--- src/rtl/tipi_pkg.sv ---
// Shared types and constants for the TIPI CRU bit-bank controller.
package tipi_pkg;

    typedef enum logic [1:0] {
        IDLE,
        TI_WR,
        HOST,
        HOST_WAIT
    } arb_state_e;

    localparam logic [3:0] CRU_PREFIX = 4'b0001;
    localparam int unsigned BIT_EN  = 0;
    localparam int unsigned BIT_RST = 1;

    function automatic logic cru_hit(
        input logic [15:1] a,
        input logic [3:0]  base
    );
        return (a[15:12] == CRU_PREFIX)
            && (a[11:8] == base)
            && (a[7:3] == 5'd0);
    endfunction

endpackage

--- src/rtl/tipi_sync2.sv ---
// Parameterised-width two-flop synchroniser, cleared by async reset.
module tipi_sync2 #(
    parameter int W = 1
) (
    input  logic         clk,
    input  logic         reset,
    input  logic [W-1:0] d_i,
    output logic [W-1:0] q_o
);

    logic [W-1:0] s1_q;
    logic [W-1:0] s2_q;

    always_ff @(posedge clk or posedge reset) begin
        if (reset) begin
            s1_q <= '0;
            s2_q <= '0;
        end else begin
            s1_q <= d_i;
            s2_q <= s1_q;
        end
    end

    assign q_o = s2_q;

endmodule

--- src/rtl/tipi_cru_ctrl.sv ---
// TIPI CRU bit bank: TI/host write arbitration, CRU read-back
// and the timed reset pulse, all in the clk domain.
module tipi_cru_ctrl
    import tipi_pkg::*;
#(
    parameter logic [3:0]  CRU_BASE     = 4'h2,
    parameter logic [15:0] PULSE_CYCLES = 16'd1024
) (
    input  logic        clk,
    input  logic        reset,
    input  logic        ti_cru_clk,
    input  logic        ti_memen,
    input  logic [15:1] addr,
    input  logic        ti_cru_out,
    output logic        ti_cru_in,
    output logic        ti_cru_in_oe,
    input  logic        host_req,
    input  logic        host_we,
    input  logic [1:0]  host_bit,
    input  logic        host_wdata,
    output logic        host_ack,
    output logic        host_rdata,
    output logic [3:0]  bits,
    output logic        rst_pulse
);

    logic        stb_s;
    logic        stb_q;
    logic [16:0] bus_s;
    logic [15:1] addr_s;
    logic        data_s;
    logic        memen_s;
    logic        hit_s;
    logic [1:0]  idx_s;
    logic        ti_ev;

    tipi_sync2 #(.W(1)) u_sync_stb (
        .clk   (clk),
        .reset (reset),
        .d_i   (ti_cru_clk),
        .q_o   (stb_s)
    );

    tipi_sync2 #(.W(17)) u_sync_bus (
        .clk   (clk),
        .reset (reset),
        .d_i   ({ti_memen, ti_cru_out, addr}),
        .q_o   (bus_s)
    );

    assign addr_s  = bus_s[14:0];
    assign data_s  = bus_s[15];
    assign memen_s = bus_s[16];
    assign hit_s   = cru_hit(addr_s, CRU_BASE);
    assign idx_s   = addr_s[2:1];
    assign ti_ev   = stb_s & ~stb_q & hit_s;

    arb_state_e  state_q, state_d;
    logic [3:0]  bits_q, bits_d;
    logic [1:0]  wr_idx_q, wr_idx_d;
    logic        wr_dat_q, wr_dat_d;
    logic        pend_q, pend_d;
    logic [1:0]  pend_idx_q, pend_idx_d;
    logic        pend_dat_q, pend_dat_d;
    logic        ack_q, ack_d;
    logic        rdata_q, rdata_d;
    logic        oe_q, oe_d;
    logic        cin_q, cin_d;
    logic        b1_q;
    logic [15:0] cnt_q, cnt_d;

    always_comb begin
        state_d    = state_q;
        bits_d     = bits_q;
        wr_idx_d   = wr_idx_q;
        wr_dat_d   = wr_dat_q;
        pend_d     = pend_q;
        pend_idx_d = pend_idx_q;
        pend_dat_d = pend_dat_q;
        ack_d      = 1'b0;
        rdata_d    = rdata_q;

        unique case (state_q)
            IDLE: begin
                if (ti_ev) begin
                    wr_idx_d = idx_s;
                    wr_dat_d = data_s;
                    pend_d   = 1'b0;
                    state_d  = TI_WR;
                end else if (pend_q) begin
                    wr_idx_d = pend_idx_q;
                    wr_dat_d = pend_dat_q;
                    pend_d   = 1'b0;
                    state_d  = TI_WR;
                end else if (host_req) begin
                    state_d = HOST;
                end
            end
            TI_WR: begin
                bits_d[wr_idx_q] = wr_dat_q;
                state_d          = IDLE;
            end
            HOST: begin
                if (host_we) begin
                    bits_d[host_bit] = host_wdata;
                end
                rdata_d = bits_q[host_bit];
                ack_d   = 1'b1;
                state_d = HOST_WAIT;
            end
            HOST_WAIT: begin
                if (!host_req) begin
                    state_d = IDLE;
                end
            end
        endcase

        // TI writes seen while busy are parked; a later one replaces it
        if (ti_ev && (state_q != IDLE)) begin
            pend_d     = 1'b1;
            pend_idx_d = idx_s;
            pend_dat_d = data_s;
        end
    end

    always_comb begin
        oe_d  = memen_s & hit_s;
        cin_d = oe_d & bits_q[idx_s];
        cnt_d = cnt_q;
        if (bits_q[BIT_RST] && !b1_q) begin
            cnt_d = PULSE_CYCLES;
        end else if (cnt_q != 16'd0) begin
            cnt_d = cnt_q - 16'd1;
        end
    end

    always_ff @(posedge clk or posedge reset) begin
        if (reset) begin
            stb_q      <= 1'b0;
            state_q    <= IDLE;
            bits_q     <= 4'b0;
            wr_idx_q   <= 2'd0;
            wr_dat_q   <= 1'b0;
            pend_q     <= 1'b0;
            pend_idx_q <= 2'd0;
            pend_dat_q <= 1'b0;
            ack_q      <= 1'b0;
            rdata_q    <= 1'b0;
            oe_q       <= 1'b0;
            cin_q      <= 1'b0;
            b1_q       <= 1'b0;
            cnt_q      <= 16'd0;
        end else begin
            stb_q      <= stb_s;
            state_q    <= state_d;
            bits_q     <= bits_d;
            wr_idx_q   <= wr_idx_d;
            wr_dat_q   <= wr_dat_d;
            pend_q     <= pend_d;
            pend_idx_q <= pend_idx_d;
            pend_dat_q <= pend_dat_d;
            ack_q      <= ack_d;
            rdata_q    <= rdata_d;
            oe_q       <= oe_d;
            cin_q      <= cin_d;
            b1_q       <= bits_q[BIT_RST];
            cnt_q      <= cnt_d;
        end
    end

    assign bits         = bits_q;
    assign host_ack     = ack_q;
    assign host_rdata   = rdata_q;
    assign ti_cru_in_oe = oe_q;
    assign ti_cru_in    = cin_q;
    assign rst_pulse    = (cnt_q != 16'd0);

endmodule
--- config.mk ---
export PLATFORM = sky130hd
export DESIGN_NAME = tipi_cru_ctrl
export DESIGN_NICKNAME = d
export VERILOG_FILES = /design/src/rtl/tipi_pkg.sv /design/src/rtl/tipi_sync2.sv /design/src/rtl/tipi_cru_ctrl.sv
export SDC_FILE = /design/constraint.sdc
export NUM_CORES = 1
export LEC_CHECK = 0
export BUFFER_PORTS_ARGS = -buffer_cell sky130_fd_sc_hd__buf_2
export CORE_ASPECT_RATIO = 0.8
export CORE_MARGIN = 5
export CORE_UTILIZATION = 59
export CTS_BUF_LIST = sky130_fd_sc_hd__clkbuf_4
export DETAILED_ROUTE_END_ITERATION = 16
export PLACE_DENSITY_LB_ADDON = 0.25
export SETUP_SLACK_MARGIN = 0.3
export SLEW_MARGIN = 20
export SYNTH_ARGS = -nofsm -noshare
export SYNTH_HDL_FRONTEND = slang
export SYNTH_HIERARCHICAL = 1
export SYNTH_SLANG_ARGS = --single-unit
--- constraint.sdc ---
create_clock -name clk -period 2.93 [get_ports clk]
set_clock_uncertainty 0.2 [all_clocks]
set_input_delay 0.1465 -clock clk [delete_from_list [all_inputs] [get_ports clk]]
set_output_delay 0.1465 -clock clk [all_outputs]
set_load 0.02 [all_outputs]
* Word-level counts from Yosys, hierarchy flattened
Index checks and enable logic that the tools add are counted.
** Cells by class
- Muxes and demuxes :: 26
- Add/subtract/negate cells :: 1
- Bitwise operators :: 5
- Reduce and logical (&&, ||, !) cells :: 18
- Eq/ne operators :: 8
- Order comparisons :: 5
** Operators with widths (number)
- 16-bit two-way mux :: 2
- 16-bit nonzero test :: 1
- 16-bit by 1-bit subtractor with 16-bit output, second input constant :: 1
- 2-bit two-way mux :: 6
- 2-bit nonzero test :: 5
- 2-bit by 3-bit less-than comparator with 1-bit output, second input constant :: 3
- 1-bit two-way mux :: 9
- 4-bit bitwise mux :: 2
- 2-bit one-hot mux with 4 select lines :: 1
- 4-bit one-hot mux with 2 select lines :: 1
- 1-bit logical AND :: 6
- 2-bit AND reduction :: 3
- 5-bit logical NOT :: 1
- 1-bit bitwise AND :: 4
- 1-bit binary-select mux with 2-bit select :: 2
- 1-bit demux with 2-bit select :: 2
- 2-bit equality test, second input constant :: 2
- 4-bit by 1-bit equality test with 1-bit output, second input constant :: 1
- 4-bit by 2-bit equality test with 1-bit output, second input constant :: 1
- 2-bit by 1-bit greater-or-equal comparator with 1-bit output, second input constant :: 2
- 4-bit two-way mux :: 1
- 2-bit != test, second input constant :: 2
- 4-bit != test, second input constant :: 1
- 2-bit by 1-bit equality test with 1-bit output, second input constant :: 1
- other kinds (3) :: 3
** Word-level totals
- Register bits after elaboration :: 71
- Input port bits :: 25

* Logic depth before layout (Yosys ltp)
Gate-level depths: netlist of run 1.
- Word-level depth :: 7
- Mapped depth :: 8
- Mapped depth without buffers :: 7

* Hierarchy
The synthesis of run 1 kept the hierarchy.
** By module, submodules not included
- tipi_cru_ctrl :: times used 1, cells each 191, area each 1873.0 um^2
- tipi_sync2 (u_sync_bus) :: times used 1, cells each 35, area each 854.6 um^2
- tipi_sync2 (u_sync_stb) :: times used 1, cells each 3, area each 53.8 um^2

* Least setup slack after synthesis of run 1
No wires, ideal clock.
- Path type :: register to register
- Start :: register cnt_q[0]
- End :: register cnt_q[8]
- Path slack :: 0.750 ns
- Period minus slack after synthesis :: 2.180 ns
- Arrival :: 1.902 ns
- Path buffers :: 1
- Required time :: 2.652 ns
- Cell stages (with the launch flop) :: 8
- Library setup time :: 0.078 ns
- Cell sequence :: dfrtp_1 inv_1 ha_1 or3b_1 buf_6 a311o_1 or3_1 a21oi_1
** Between the ends
- Word-level cells in the longest chain between the ends :: 3
- Elaborated cells on any way between the ends :: 5
** RTL lines
- start, declared :: line tipi_cru_ctrl.sv:70 : logic [15:0] cnt_q, cnt_d;
- start signal, assigned :: line tipi_cru_ctrl.sv:167 : cnt_q <= cnt_d;
- 16-bit by 1-bit subtractor with 16-bit output :: line tipi_cru_ctrl.sv:133 : cnt_d = cnt_q - 16'd1;
- 16-bit two-way mux :: line tipi_cru_ctrl.sv:132 : end else if (cnt_q != 16'd0) begin
- 16-bit two-way mux :: line tipi_cru_ctrl.sv:130 : if (bits_q[BIT_RST] && !b1_q) begin
Parallel ways exist; a longest one is shown, timed or not. The select of a mux whose other input is x is not followed.
A chain may end at the register's enable or synchronous reset.

* Worst setup path after layout of run 1
- Start :: register cnt_q[0]
- End :: output rst_pulse
** Between the ends
- Word-level cells in the longest chain between the ends :: 1
** RTL lines
- 16-bit nonzero test :: line tipi_cru_ctrl.sv:176 : assign rst_pulse = (cnt_q != 16'd0);
- end, declared :: line tipi_cru_ctrl.sv:24 : output logic rst_pulse
Every way passes these cells.

==> results of run 1 <==
==> cells by family (layout without fill, tap and decap cells) <==
kind of cell | Yosys count | in the layout | synth area share [%]
buffers and inverters | 13 | 88 | 2.02
DFF | 71 | 71 | 63.9
and+or+nand+nor | 92 | 92 | 18.9
adders and majority gates | 1 | 1 | 0.450
AOI/OAI and AO/OA | 39 | 39 | 8.86
muxes | 13 | 13 | 5.89
==> how the worst max path moves through the flow <==
stage	from	to	slack, ns	cells after the start
after floorplan	cnt_q[0]	cnt_q[8]	0.75	7
after global placement	cnt_q[0]	cnt_q[8]	0.68	6
after detailed placement	cnt_q[0]	cnt_q[8]	0.60	6
after CTS	cnt_q[0]	rst_pulse	0.41	6
after global routing	cnt_q[0]	rst_pulse	0.30	6
final	cnt_q[0]	rst_pulse	0.44	6
==> final cells by class <==
cell class / instances / area [um2] / share of cell area [%]
Timing Repair Buffer: 62 / 443 / 13.0
Sequential cell: 71 / 1780 / 52.2
Clock buffer: 11 / 82.6 / 2.43
Multi-Input combinational cell: 145 / 951 / 28.0
Tap cell: 60 / 75.1 / 2.21
Inverter: 10 / 37.5 / 1.10
Clock inverter: 5 / 35.0 / 1.03
==> cells in the mapped netlist, types with 3 or more instances <==
cell,n,area [um2]
o22ai_1,5,31.3
dfrtp_1,71,1780
nor4_1,5,31.3
inv_1,9,33.8
nor3_1,3,15.0
nand3_1,6,30.0
o21ai_0,11,55.1
mux2i_1,4,40.0
nand3b_1,4,30.0
o21a_1,3,22.5
or3_1,4,25.0
mux2_2,7,78.8
nor2b_1,4,25.0
nor2_1,16,60.1
nand2_1,21,78.8
nand2b_1,8,50.1
a21oi_1,9,45.0
nand4_1,5,31.3
==> repair_timing <==
action / 4_1_cts / 5_1_grt
hold endpoints to repair: 95 / 0
buffers inserted: 1 / 0
gates resized for setup: 1 / 0
endpoints found under the setup margin: 1 / 0
hold buffers: 24 / 0
==> power by group through the flow <==
| stage | logic, mW | registers, mW | clock network [mW] |
|---|---|---|---|
| finish | 0.762 | 1.31 | 0.521 |
| detailed placement | 0.722 | 1.32 | 0 |
| global route | 0.839 | 1.33 | 0.587 |
| floorplan | 0.536 | 1.31 | 0 |
| CTS | 0.760 | 1.30 | 0.539 |
| global placement | 0.702 | 1.31 | 0 |
==> state kept, by name, indices dropped and copies added, names as in the netlist, 2 cells and up <==
signal	count
state_q	2
cnt_q	16
u_sync_bus/s1_q	17
bits	4
wr_idx_q	2
pend_idx_q	2
u_sync_bus/q_o	17
==> through the flow <==
stage                     power, mW  worst slack [ns]  hold slack [ns]  cell area (um2)  instances
after floorplan                1.85             0.750           -0.312             2780        229
after global placement         2.02             0.677           -0.177             3030        323
after detailed placement       2.04             0.601           -0.183             3030        323
after CTS                      2.60             0.412        0.0000260             3400        364
after global routing           2.76             0.303           0.0189             3400        364
final                          2.59             0.439           0.0227             3400        364
==> per-layer routing <==
layer  part of all wire [%]  up-vias  GRT usage, %
li1                       -      971             -
met1                     44      982          26.2
met2                     49       64          29.9
met3                    6.5        2          7.24
met4                  0.093        0          4.67
met5                      0        -             0
==> critical path, cell delays in order, from the launching register on <==
cell     delay (ns)
dfrtp_1        0.43
inv_1          0.09
ha_1           0.19
or3b_4         0.44
nor4_4         0.33
inv_2          0.08
buf_2          0.17
==> flow_summary.json, run 1 <==
{
  "switching_share_pct": 35.5,
  "syn-instance-count": 229,
  "clock-sinks": 71,
  "yosysSeqAreaShare_pct": 63.9,
  "powerDensity_mw_per_mm2": 762,
  "timing.rr.start": "cnt_q[0]",
  "portBuffers": 33,
  "yosysWarnings": 6,
  "setup_viol": 0,
  "clk_pin_slew_ns": 0.11,
  "gp_congestion": 0.860,
  "whs_endpoint": "bits[1]",
  "clk_path_buf_depth": 2,
  "period_share_pct": 85.0,
  "cp_max_fo": 7,
  "internal-power_mw": 1.67,
  "hp-class": "input port to register",
  "antenna_found_initial": 0,
  "cp-end-kind": "output pin",
  "reg2reg_to": "cnt_q[10]",
  "fmax_mhz": 401,
  "syn_avg_cell_area_um2": 12.1,
  "synthFlopType": "dfrtp_1",
  "io_pins": 34,
  "arrival_ns": 2.14,
  "seqPwrFrac_pct": 50.5,
  "grt_pass1_vias": 1928,
  "grt_max_degree": 36,
  "layout_commonest_cell": "dfrtp_1",
  "rr_worst_depth": 8,
  "vdd_drop_max_uv": 438,
  "fp-row-count": 22,
  "netlist_area_mm2": 0.00278,
  "grtUsageTotal_pct": 19.3,
  "start_util_pct": 60.9,
  "cts_tree": "done",
  "htreeDepth": 3,
  "relSlewSlack_pct": 60.7,
  "drive_above_1_share_pct": 23.7,
  "p_sw_mw": 0.919,
  "p_leak_nw": 1.58,
  "antenna_cells": 0,
  "grt_first_pass_wirelength_mm": 9.19,
  "coreArea_mm2": 0.00457,
  "period_needed_ns": 2.49,
  "worstHoldPathCells": 3,
  "regToRegSetupSlack_ns": 0.61,
  "routed_wl_mm": 5.37,
  "fin_nets": 325,
  "final_hold_viol_count": 0,
  "final_antenna_net_count": 0,
  "synth_seq_cells": 71,
  "fp.dieH_um": 71.4,
  "num_vias": 2019,
  "worstHoldStart": "host_bit[1]",
  "final_max_slew_viol_count": 0,
  "outcome": "finished, final reports clean",
  "worstSetupPathType": "register to output pin",
  "area_delta_synth_final_pct": 22.3,
  "synth_edf_count": 0,
  "worstPathRequired_ns": 2.58,
  "async_flop_share_pct": 100,
  "drcViolationCount": 0,
  "numCtsBuffers": 9,
  "fill_cells": 312,
  "setup_tns_ns": 0,
  "rsz0062_at_grt": "no",
  "clock_power_share_pct": 20.1,
  "fin_util_pct": 74.4,
  "insertion_delay_ns": 0.41,
  "die_x_um": 86.8,
  "worstMarginPinSlew_ns": 0.584,
  "p_comb_share_pct": 29.4,
  "critPathLaunchType": "register",
  "cts-root-buf": "clkbuf_4",
  "first_pass_iters": 4,
  "final_cell_mix": "dfrtp_1, buf_2, dlygate4sd3_1, nand2_1, nor2_1",
  "dieArea_mm2": 0.00620,
  "wire_per_inst_um": 14.7,
  "syn_nets": 255,
  "first_iter_violations": 212,
  "routed_via_density": 5.55,
  "post_synth_num_cell_types": 46,
  "cap_violations": 0,
  "grt_overflow": 0,
  "dp_hpwl_mm": 3.37
}
Note: power is estimated with default switching activity, not from simulation.
==> run 2, diff against run 1 <==
ABC_AREA = 1   (was unset)
CORE_UTILIZATION = 60   (was 59)
==> run 2 against run 1 <==
Global-route usage rose by 2.2 points. Largest cell class unchanged. Critical path depth up 2. Synthesized cell count grew 43%.
==> flow_summary.json, run 2 <==
{
  "outcome": "finished, final reports clean",
  "drive_above_1_share_pct": 17.4,
  "grt_max_degree": 36,
  "synth_edf_count": 0,
  "netlist_area_mm2": 0.00295,
  "clock_power_share_pct": 17.2,
  "yosysWarnings": 6,
  "antenna_found_initial": 0,
  "crit_start": "host_bit[1]",
  "setup_viol": 0,
  "setup_tns_ns": 0,
  "start_util_pct": 63.0,
  "worstMarginPinSlew_ns": 0.445,
  "switching_share_pct": 37.4,
  "drcViolationCount": 0,
  "clock-sinks": 71,
  "yosysSeqAreaShare_pct": 60.2,
  "cts-root-buf": "clkbuf_4",
  "final_antenna_net_count": 0,
  "post_synth_num_cell_types": 34,
  "grt_overflow": 0,
  "critPathLaunchType": "input port",
  "first_iter_violations": 104,
  "final_hold_viol_count": 0,
  "period_needed_ns": 2.29,
  "grt_pass1_vias": 2375,
  "worst_slack_ns": 0.643,
  "dp_hpwl_mm": 3.97,
  "numCtsBuffers": 9,
  "insertion_delay_ns": 0.41,
  "cap_violations": 0,
  "timing.rr.start": "state_q[0]",
  "routed_via_density": 5.00,
  "syn_avg_cell_area_um2": 9.02,
  "grtUsageTotal_pct": 21.5,
  "io_pins": 34,
  "regToRegSetupSlack_ns": 0.93,
  "relSlewSlack_pct": 70.3,
  "antenna_cells": 0,
  "period_share_pct": 78.1,
  "synthTopCellsByCount": "nand2_1, dfrtp_1, nor2_1",
  "final_max_slew_viol_count": 0,
  "worstPathRequired_ns": 3.07,
  "synthTopCellsByArea": "dfrtp_1, nand2_1, nor2_1, inv_1, nand3_1",
  "cts_resized": 0,
  "fp.dieH_um": 72.7,
  "p_leak_nw": 1.80,
  "rr_worst_depth": 7,
  "first_pass_iters": 4,
  "cp_max_fo": 4,
  "final_cell_mix": "nand2_1, dfrtp_1, nor2_1, inv_1, buf_2",
  "gp_congestion": 0.907,
  "p_comb_share_pct": 33.4,
  "vdd_drop_max_uv": 441,
  "fp-row-count": 22,
  "syn_nets": 353,
  "num_vias": 2309,
  "clk_pin_slew_ns": 0.10,
  "grt_first_pass_wirelength_mm": 10.5,
  "p_sw_mw": 1.00,
  "arrival_ns": 2.43,
  "synth_top_cell_area_share_pct": 60.2,
  "fmax_mhz": 437,
  "clk_path_buf_depth": 2,
  "area_delta_synth_final_pct": 21.3,
  "yosysMostFrequentCell": "nand2_1",
  "hp-class": "register to register",
  "layout_commonest_cell": "nand2_1",
  "seqPwrFrac_pct": 49.4,
  "syn-instance-count": 327,
  "cts_tree": "done",
  "powerDensity_mw_per_mm2": 747,
  "worstSetupPathType": "input port to register",
  "synth_top_cell_by_area": "dfrtp_1",
  "synthFlopType": "dfrtp_1",
  "dieArea_mm2": 0.00643,
  "cp-end-kind": "register",
  "routed_wl_mm": 5.82,
  "coreArea_mm2": 0.00468,
  "dp_slack_ns": 1.18,
  "htreeDepth": 3,
  "wire_per_inst_um": 12.6,
  "cp-endpoint": "host_rdata",
  "die_x_um": 88.4,
  "synth_seq_cells": 71,
  "rsz0062_at_grt": "no",
  "async_flop_share_pct": 100,
  "internal-power_mw": 1.67,
  "reg2reg_to": "bits[3]",
  "fin_nets": 427,
  "portBuffers": 33
}
-- run 2: cell types whose count changed after synthesis, sizes merged, moves of 5 or more --
cell,before,now
inv,10,39
mux2,7,0
nand2,21,80
nand2b,8,0
nand3,6,18
nor2,16,62
nor4,7,0
or3,5,0
-- run 2: power groups by stage --
stage          clock (mW)  combinational (mW)  sequential [mW]
2_1_floorplan           0               0.610             1.34
6_report            0.460               0.893             1.32
3_5_place_dp            0               0.819             1.34
4_1_cts             0.481               0.890             1.32
5_1_grt             0.516                1.03             1.35
3_3_place_gp            0               0.797             1.33
-- run 2: area by class of cell --
class / instances / area (um2)
clock buffers: 10 / 75.1
clock inverters: 2 / 12.5
fillers: 337 / 1100
inverters: 40 / 151
multi-input cells: 215 / 1020
flip-flops and latches: 71 / 1780
well taps: 60 / 75.1
repair buffers: 64 / 470
-- run 2: worst min-delay path by stage --
stage	start	end	cells after the start
global route	addr[2]	u_sync_bus/s1_q[1]	2
CTS	addr[2]	u_sync_bus/s1_q[1]	2
floorplan	reset	u_sync_stb/q_o	1
finish	u_sync_bus/s1_q[4]	u_sync_bus/q_o[4]	0
global placement	reset	u_sync_stb/s1_q	2
detailed placement	reset	u_sync_stb/s1_q	2
-- run 2: what timing repair did --
item	CTS	global route
buffers inserted	0	0
setup endpoints to repair	0	0
hold buffers	29	0
hold endpoints to repair	96	0
-- run 2: critical path, cell delays in order --
cell	delay, ns
dlygate4sd3_1	0.54
buf_2	0.14
inv_1	0.05
nor2_1	0.17
dlygate4sd3_1	0.58
nand2_1	0.05
a41oi_1	0.18
dlygate4sd3_1	0.57
-- run 2: logic make-up after synthesis --
group,count (synthesis),share of synthesized area (%)
DFF,71,60.2
AOI/OAI and AO/OA,38,8.14
xor gates and xnor gates,1,0.297
and+or+nand+nor,175,25.6
buffers and inverters,41,5.30
adders and majority gates,1,0.424
-- run 2: through the flow --
step / power (mW) / cells / area, um2 / hold slack [ns] / util, %
2_1_floorplan: 1.95 / 327 / 2950 / -0.312 / -
3_3_place_gp: 2.13 / 421 / 3200 / -0.183 / 68.4
3_5_place_dp: 2.16 / 421 / 3200 / -0.177 / 68.4
4_1_cts: 2.69 / 462 / 3580 / 0.139 / 76.5
5_1_grt: 2.89 / 462 / 3580 / 0.164 / 76.5
6_report: 2.67 / 462 / 3580 / 0.153 / 76.5
-- run 2: metal layers --
layer  vias up  wire, um  global-route usage [%]
met3        10       309                    6.32
met1      1053      2490                    26.7
li1       1185         -                       -
met4         0        99                    9.56
met2        61      2920                    35.1
met5         -         0                       0
